[src/rtl/input_debounce_pkg.sv]
// Shared types and defaults for input_debounce and its downstream edge_detect bench.
package input_debounce_pkg;

   localparam int unsigned DEF_STABLE_COUNT = 4;
   localparam int unsigned DEF_CNT_WIDTH    = 3;

   typedef enum logic [1:0] {
      StStableLow  = 2'b00,
      StWaitHigh   = 2'b01,
      StStableHigh = 2'b11,
      StWaitLow    = 2'b10
   } deb_state_e;

   function automatic logic is_wait(input deb_state_e state);
      return (state == StWaitHigh) || (state == StWaitLow);
   endfunction

endpackage

[src/rtl/input_debounce_sync_2ff.sv]
// Two-flop synchroniser for a single asynchronous bit; only built with INPUT_DEBOUNCE_SYNC_EN.
`ifdef INPUT_DEBOUNCE_SYNC_EN
module sync_2ff (
   input  logic clock,
   input  logic reset,
   input  logic i_d,
   output logic o_q
);

   logic r_meta;
   logic r_sync;

   always_ff @(posedge clock or posedge reset) begin
      if (reset) begin
         r_meta <= 1'b0;
         r_sync <= 1'b0;
      end else begin
         r_meta <= i_d;
         r_sync <= r_meta;
      end
   end

   assign o_q = r_sync;

endmodule
`endif

[src/rtl/input_debounce.sv]
// Debounces a raw one-bit input into a registered level plus a qualification-busy flag.
// Define INPUT_DEBOUNCE_SYNC_EN to insert a 2-FF synchroniser ahead of the FSM.
module input_debounce
   import input_debounce_pkg::*;
#(
   parameter int unsigned STABLE_COUNT = DEF_STABLE_COUNT,
   parameter int unsigned CNT_WIDTH    = DEF_CNT_WIDTH
) (
   input  logic clock,
   input  logic reset,
   input  logic in,
   output logic out,
   output logic busy
);

   localparam logic [CNT_WIDTH-1:0] CntLast = CNT_WIDTH'(STABLE_COUNT - 1);
   localparam logic [CNT_WIDTH-1:0] CntOne  = CNT_WIDTH'(1);

   logic                 w_sync_in;
   deb_state_e           r_state;
   deb_state_e           w_state_nxt;
   logic [CNT_WIDTH-1:0] r_cnt;
   logic [CNT_WIDTH-1:0] w_cnt_nxt;
   logic                 r_out;
   logic                 w_out_nxt;
   logic                 r_busy;
   logic                 w_busy_nxt;

`ifdef INPUT_DEBOUNCE_SYNC_EN
   sync_2ff u_sync (
      .clock (clock),
      .reset (reset),
      .i_d   (in),
      .o_q   (w_sync_in)
   );
`else
   assign w_sync_in = in;
`endif

   always_ff @(posedge clock or posedge reset) begin
      if (reset) begin
         r_state <= StStableLow;
         r_cnt   <= '0;
         r_out   <= 1'b0;
         r_busy  <= 1'b0;
      end else begin
         r_state <= w_state_nxt;
         r_cnt   <= w_cnt_nxt;
         r_out   <= w_out_nxt;
         r_busy  <= w_busy_nxt;
      end
   end

   // A contrary sample during qualification drops straight back to the prior stable state.
   always_comb begin
      w_state_nxt = r_state;
      w_cnt_nxt   = r_cnt;
      w_out_nxt   = r_out;
      case (r_state)
         StStableLow: begin
            if (w_sync_in) begin
               w_state_nxt = StWaitHigh;
               w_cnt_nxt   = CntOne;
            end
         end
         StWaitHigh: begin
            if (!w_sync_in) begin
               w_state_nxt = StStableLow;
               w_cnt_nxt   = '0;
            end else if (r_cnt == CntLast) begin
               w_state_nxt = StStableHigh;
               w_out_nxt   = 1'b1;
               w_cnt_nxt   = '0;
            end else begin
               w_cnt_nxt   = r_cnt + CntOne;
            end
         end
         StStableHigh: begin
            if (!w_sync_in) begin
               w_state_nxt = StWaitLow;
               w_cnt_nxt   = CntOne;
            end
         end
         StWaitLow: begin
            if (w_sync_in) begin
               w_state_nxt = StStableHigh;
               w_cnt_nxt   = '0;
            end else if (r_cnt == CntLast) begin
               w_state_nxt = StStableLow;
               w_out_nxt   = 1'b0;
               w_cnt_nxt   = '0;
            end else begin
               w_cnt_nxt   = r_cnt + CntOne;
            end
         end
         default: begin
            w_state_nxt = StStableLow;
            w_cnt_nxt   = '0;
            w_out_nxt   = 1'b0;
         end
      endcase
      w_busy_nxt = is_wait(w_state_nxt);
   end

   assign out  = r_out;
   assign busy = r_busy;

endmodule
[config.mk]
export PLATFORM = sky130hd
export DESIGN_NAME = input_debounce
export DESIGN_NICKNAME = d
export VERILOG_FILES = /design/src/rtl/input_debounce_pkg.sv /design/src/rtl/input_debounce_sync_2ff.sv /design/src/rtl/input_debounce.sv
export SDC_FILE = /design/constraint.sdc
export NUM_CORES = 1
export LEC_CHECK = 0
export ABC_CLOCK_PERIOD_IN_PS = 1410
export CAP_MARGIN = 10
export CORE_MARGIN = 3
export CORE_UTILIZATION = 39
export CTS_CLUSTER_DIAMETER = 50
export DETAILED_ROUTE_END_ITERATION = 16
export DONT_BUFFER_PORTS = 1
export SYNTH_ARGS = -nofsm -noshare
export SYNTH_HDL_FRONTEND = slang
export SYNTH_SLANG_ARGS = --single-unit
export TNS_END_PERCENT = 30
[constraint.sdc]
create_clock -name clock -period 1.41 [get_ports clock]
set_input_delay 0.282 -clock clock [delete_from_list [all_inputs] [get_ports clock]]
set_output_delay 0.282 -clock clock [all_outputs]
set_load 0.03 [all_outputs]
# Word-level counts from Yosys, hierarchy flattened

Index checks and enable logic that the tools add are counted.

Word-level logic and storage cells: 40
Output and inout port bits: 2
Register bits after elaboration: 7

Equality and inequality tests: 12
Muxes and demuxes: 18
Add/sub/neg operators: 1
Reductions and logical operators: 5

Operators by type and width:

| operator              | count |
|---|---|
| $mux W3               | 5 |
| $mux W2               | 6 |
| $ne A2 B2 Y1 const B  | 6 |
| $pmux W3 S4           | 1 |
| $pmux W2 S4           | 1 |
| $eq A2 B2 Y1 const B  | 3 |
| $reduce_and A5 Y1     | 1 |
| $eq A2 B1 Y1 const B  | 2 |
| $mux W1               | 4 |
| $add A3 B1 Y3 const B | 1 |
| $eq A3 B2 Y1 const B  | 1 |
| $logic_not A2 Y1      | 1 |
| $pmux W1 S2           | 1 |
| $reduce_and A2 Y1     | 1 |
| $reduce_bool A2 Y1    | 1 |
| $logic_or A1 B1 Y1    | 1 |

# Depth between registers and ports, before layout

Depth in word-level cells: 6
Mapped depth: 6
Mapped depth without buffers: 6

# Worst setup path after synthesis

OpenSTA, ideal clock, no wires.

Path kind: register to register
Start point: register r_state[1]
End point: register r_busy (netlist: busy)
Setup slack: -0.081 ns
Clock period less this slack: 1.491 ns
Cell stages (with the launch flop): 7
Data required time: 1.328 ns
Arrival time: 1.409 ns
Buffers on the path: 0
Cell sequence: dfrtp_1 inv_1 ha_1 nand2_2 o31a_1 o21a_1 a22oi_2

Longest elaborated chain between the ends: 5
Elaborated cells on any way between the ends: 14
Classes of those cells: 5 x eq/ne; 7 x mux; 2 x reduce/logical

RTL lines:

| item                                                | line                                       | source |
|---|---|---|
| from (decl)                                         | input_debounce.sv:20                       | `deb_state_e r_state;` |
| from (signal assigned)                              | input_debounce.sv:42                       | `r_state <= StStableLow;` |
| from (signal assigned)                              | input_debounce.sv:47                       | `r_state <= w_state_nxt;` |
| $mux W2, on equally long branches                   | input_debounce.sv:88, input_debounce.sv:70 |  |
| $mux W2, on equally long branches                   | input_debounce.sv:85, input_debounce.sv:67 |  |
| $pmux W2 S4 *                                       | input_debounce.sv:59                       | `case (r_state)` |
| $eq A2 B1 Y1 / $eq A2 B2 Y1 (equally long branches) | input_debounce_pkg.sv:15                   | `return (state == StWaitHigh) \|\| (state == StWaitLow);` |
| $logic_or A1 B1 Y1 *                                | input_debounce_pkg.sv:15                   |  |
| via w_busy_nxt                                      | input_debounce.sv:27                       | `logic w_busy_nxt;` |
| to (signal assigned)                                | input_debounce.sv:50                       | `r_busy <= w_busy_nxt;` |
| to (decl)                                           | input_debounce.sv:26                       | `logic r_busy;` |

The timed path passes the listed nets; every way through them passes the cells marked *.
A chain may end at the register's enable or synchronous reset.

# Worst setup path after layout

Start point: register r_state[0]
End point: register r_busy (netlist: busy)

The elaborated chain is that of the path after synthesis.

==> results list <==
- Clock tree skew after final layout: 0.004189 ns
- The number of antenna violations at the first check in global routing is 0.
* Post-synthesis compound-gate area fraction: 0.2500
- Largest family of logic cells by synthesized area: compound AO/OA/AOI/OAI gates
- Ys async rst share: 1.000
- Number of remaining DRC errors: 0
- After filler insertion, the fill cell instance count of the layout stands at 80.
- Detailed placement ended at an HPWL of 744.4 um.
* Total power of the final layout: 1699 uW
- Average footprint of a synthesized cell: 8.956 um2
- The checks that failed: setup timing.
* Number of violations reported at the end of detailed-routing iteration 0: 16
* Power Dens Cells: 2162 nW/um2
- After global routing the overflow that remains totals 0.
* Share of synthesized area spent on multiplexers: 0.04167
- Vias in the first global route: 465
* Arrival time at the worst endpoint: 1.62 ns
- Startpoint of the lowest-slack hold path: in
* Actual slew at the worst max-slew pin: 0.3292 ns
* Sequential fraction of the synthesis area: 0.3431
- Total number of placement rows: 12
- Vertical die dimension: 42.18 um
- Average wire length per cell after detail routing: 12.95 um
- Hold path depth: 2
* Maxcap violations: 0
* IO Count: 5
- Status: complete, but fails checks
- Gr usage total: 0.1484
- Most frequent cell after synthesis: dfrtp_1
- Cell chain of the critical path: buf_6 -> ha_4 -> o211ai_1 -> o31a_1 -> o21a_1 -> a22oi_2
- Class of the tightest hold or removal check: input pin to flip-flop
- Number of cell instances on the worst register-to-register path: 6
- Xor and xnor fraction of the mapped netlist area: 0
* Final setup violation count: 3
- Slew Limit Headroom: 0.7805
- Share of cells above drive strength 1: 0.4875
* Internal: 1019 uW
- Across all register-to-register paths, the minimum setup slack is -0.07 ns.
- The repair_antennas step left the layout with diodes totalling 0.
- Summed over all cells, the static leakage comes to 0.0003399 uW.
* Distinct cell type count after synthesis: 23
- The clock passes through at most 2 buffers.
- Of the post-synthesis cell area, the dominant cell type holds 0.3431.
- CP Data Required Time: 1.55 ns
- After clock tree synthesis, the clock-pin slew on the worst setup and hold paths is 0.06 ns.
- STA classifies the critical path startpoint as a flip-flop.
- DR vias: 479
* Hold Path End: r_state[0]$_DFF_PP0_
- Synthesis produced a netlist whose cell count is 57.
- Number of vias per cell after detailed routing: 5.096
- Worst reg2reg startpoint: r_state[0]$_DFF_PP0_
- In this run, synthesis inferred 0 flip-flops with an integrated enable.
- Layout Area Growth over Synthesis: 53.92%
- Clock latency on the worst-skew pair, taken at its later pin, is 0.26 ns.
* DIE WIDTH: 42.18 um
* Relative contribution of combinational cells to total power: 0.663
- During synthesis, Yosys emitted a total of 0 warnings.
* Std-Cell Core Area: 1171 um2
- The worst-case IR drop observed on VDD is 1.065 mV.
- Weighted congestion reported at the end of routability-driven placement: 0.7861
- Clk pwr share: 0.112
* Tcrit/Tclk final: 1.051
* Net switching component of the power: 679.5 uW
- dfrtp_1 takes more of the synthesized area than any other cell.
- Unrepaired setup endpoints after global routing: true
* Number of buffers inserted during clock tree synthesis: 3
- Of the total power, the share spent switching nets is 0.4000.
* Endpoint of the most critical register-to-register path: busy$_DFF_PP0_
- Placed instance area: 623.1 um2
- Initial standard-cell utilization of the core: 0.4359
- Clock Tree Root: clkbuf_4
- Post-synth net total: 66
* Final hold vios: 0
- The commonest cells after synthesis are dfrtp_1 (7), ha_1 (6), nor2_1 (6).
- After synthesis the cells add up to 510.5 um2.
- Setup slack on the critical path of the routed design comes to -0.07250 ns.
- Subtracting the final worst setup slack from the clock period gives 1.483 ns.
* Post-detailed-route count of antenna-violating nets: 0
- The first detailed-routing pass ran for 4 iterations.
- Among all stages on the critical path, the largest delay is contributed by dfrtp_2.
- Setup crit end kind: flip-flop
* Count of port buffers added during placement: 0
- The max-slew violation total from the final report was 0.
* Wire length of the first global-routing pass: 2007 um
* Startpoint-to-endpoint class of the critical path: flip-flop to flip-flop
- Share of power burned in registers: 0.225
* Post-synthesis adder-cell area fraction: 0.1471
- Of the total synthesized cell area, the portion taken by AND, OR, NAND and NOR gates is 0.1667.
* Die Footprint: 1779 um2
- Count of H-tree levels built during CTS: 1
* Max stage delay on crit path: 0.46 ns
* Total wire length: 1217 um
* CTS Sinks: 7
- Peak Freq: 0.6745 GHz
- TritonCTS built the clock tree.
* Area of the multi-input gates: 394.1 um2
* Nets: 90
* Predominant post-synthesis flop cell: dfrtp_1
* Top cells by area in the synthesized netlist: dfrtp_1 (34%), ha_1 (15%), a21oi_1 (4.9%)
* Maximum number of pins on one net before global-route repair: 13
- Final cell area excluding filler cells: 785.8 um2
- Area used by sequential logic in the layout: 176.4 um2
- Along the worst path, the maximum fanout reaches 7.
- Synthesis inferred 7 register bits.
metrics by stage:
stage | instances | setup WS (ns) | hold WS [ns] | TNS, ns | util
after floorplan | 57 | 0.01682 | 0.08533 | 0 | -
after global placement | 82 | -0.05834 | 0.1263 | -0.08722 | 0.5321
after detailed placement | 82 | -0.06129 | 0.1278 | -0.1021 | 0.5321
after CTS | 92 | -0.01363 | 0.2054 | -0.02953 | 0.6282
after global routing | 94 | -0.08752 | 0.2599 | -0.3693 | 0.6709
final | 94 | -0.07250 | 0.2126 | -0.1165 | 0.6709
layout by cell type (no fill, tap or decap), drive strengths merged:
master and instances:
buf 19, dfrtp 7, nor2 6, ha 6, a21oi 5, o21ai 4
clkbuf 4, nand2 4, inv 4, o22ai 3, and2 2, nand2b 2
o21a 2, a31oi 2, mux2 1, mux2i 1, or3b 1, o211ai 1
o31a 1, a21o 1, nand3 1, a22oi 1, nor2b 1, dlygate4sd3 1
power by group through the flow:
| stage | clock network (uW) | registers [uW] | logic, uW |
|---|---|---|---|
| 2_1_floorplan | 0 | 369 | 493 |
| 3_3_place_gp | 0 | 376 | 798 |
| 3_5_place_dp | 0 | 379 | 797 |
| 4_1_cts | 195 | 372 | 960 |
| 5_1_grt | 208 | 393 | 1240 |
| 6_report | 191 | 382 | 1130 |
logic make-up (layout without fill, tap and decap cells):
| kind of cell | after synthesis | in the layout |
|---|---|---|
| AND/OR/NAND/NOR | 17 | 17 |
| adder cells (fa/ha/maj) | 6 | 6 |
| AO/OA/AOI/OAI | 20 | 20 |
| multiplexers | 2 | 2 |
| flip-flops | 7 | 7 |
| buffers and inverters | 5 | 28 |
per-layer routing:
metal | global-route usage | up-vias | share of wire
met5 | 0 | - | 0
met2 | 0.2128 | 14 | 0.47
met1 | 0.1943 | 218 | 0.47
met3 | 0.05150 | 0 | 0.061
met4 | 0.07453 | 0 | 0
li1 | - | 247 | -
critical path: cells and delay by family (launching register included):
family	cells	cell delay, ns
flip-flops	1	0.46
AO/OA/AOI/OAI	4	0.57
buffers and inverters	1	0.15
adder cells (fa/ha/maj)	1	0.17
registers in the layout (all words and copies together) (netlist names):
register / count
out: 1
busy: 1
r_state: 2
r_cnt: 3
how the worst max path moves through the flow:
| stage | to | start | depth (start not counted) |
|---|---|---|---|
| 6_report | busy$_DFF_PP0_ | r_state[0]$_DFF_PP0_ | 6 |
| 5_1_grt | busy$_DFF_PP0_ | r_state[0]$_DFF_PP0_ | 6 |
| 4_1_cts | r_cnt[2]$_DFFE_PP0P_ | r_state[0]$_DFF_PP0_ | 6 |
| 3_5_place_dp | busy$_DFF_PP0_ | r_state[1]$_DFF_PP0_ | 6 |
| 3_3_place_gp | busy$_DFF_PP0_ | r_state[1]$_DFF_PP0_ | 6 |
| 2_1_floorplan | busy$_DFF_PP0_ | r_state[0]$_DFF_PP0_ | 5 |
repair_timing:
| item | in CTS | in global routing |
|---|---|---|
| hold buffers | 1 | 0 |
| gates cloned | 0 | 0 |
| endpoints found under the hold margin | 7 | 0 |
| endpoints found under the setup margin | 4 | 6 |
| pin swaps | 9 | 5 |
| resized for setup | 9 | 7 |
| setup buffers | 5 | 2 |
layout make-up:
type                       count  share of cell area
multi-input combinational     45              0.5016
sequential                     7              0.2245
timing repair buffer          20              0.1990
clock buffer                   4             0.03344
tap                           14             0.02229
inverter                       4             0.01911
No activity file was read; power rests on OpenSTA's default activity.
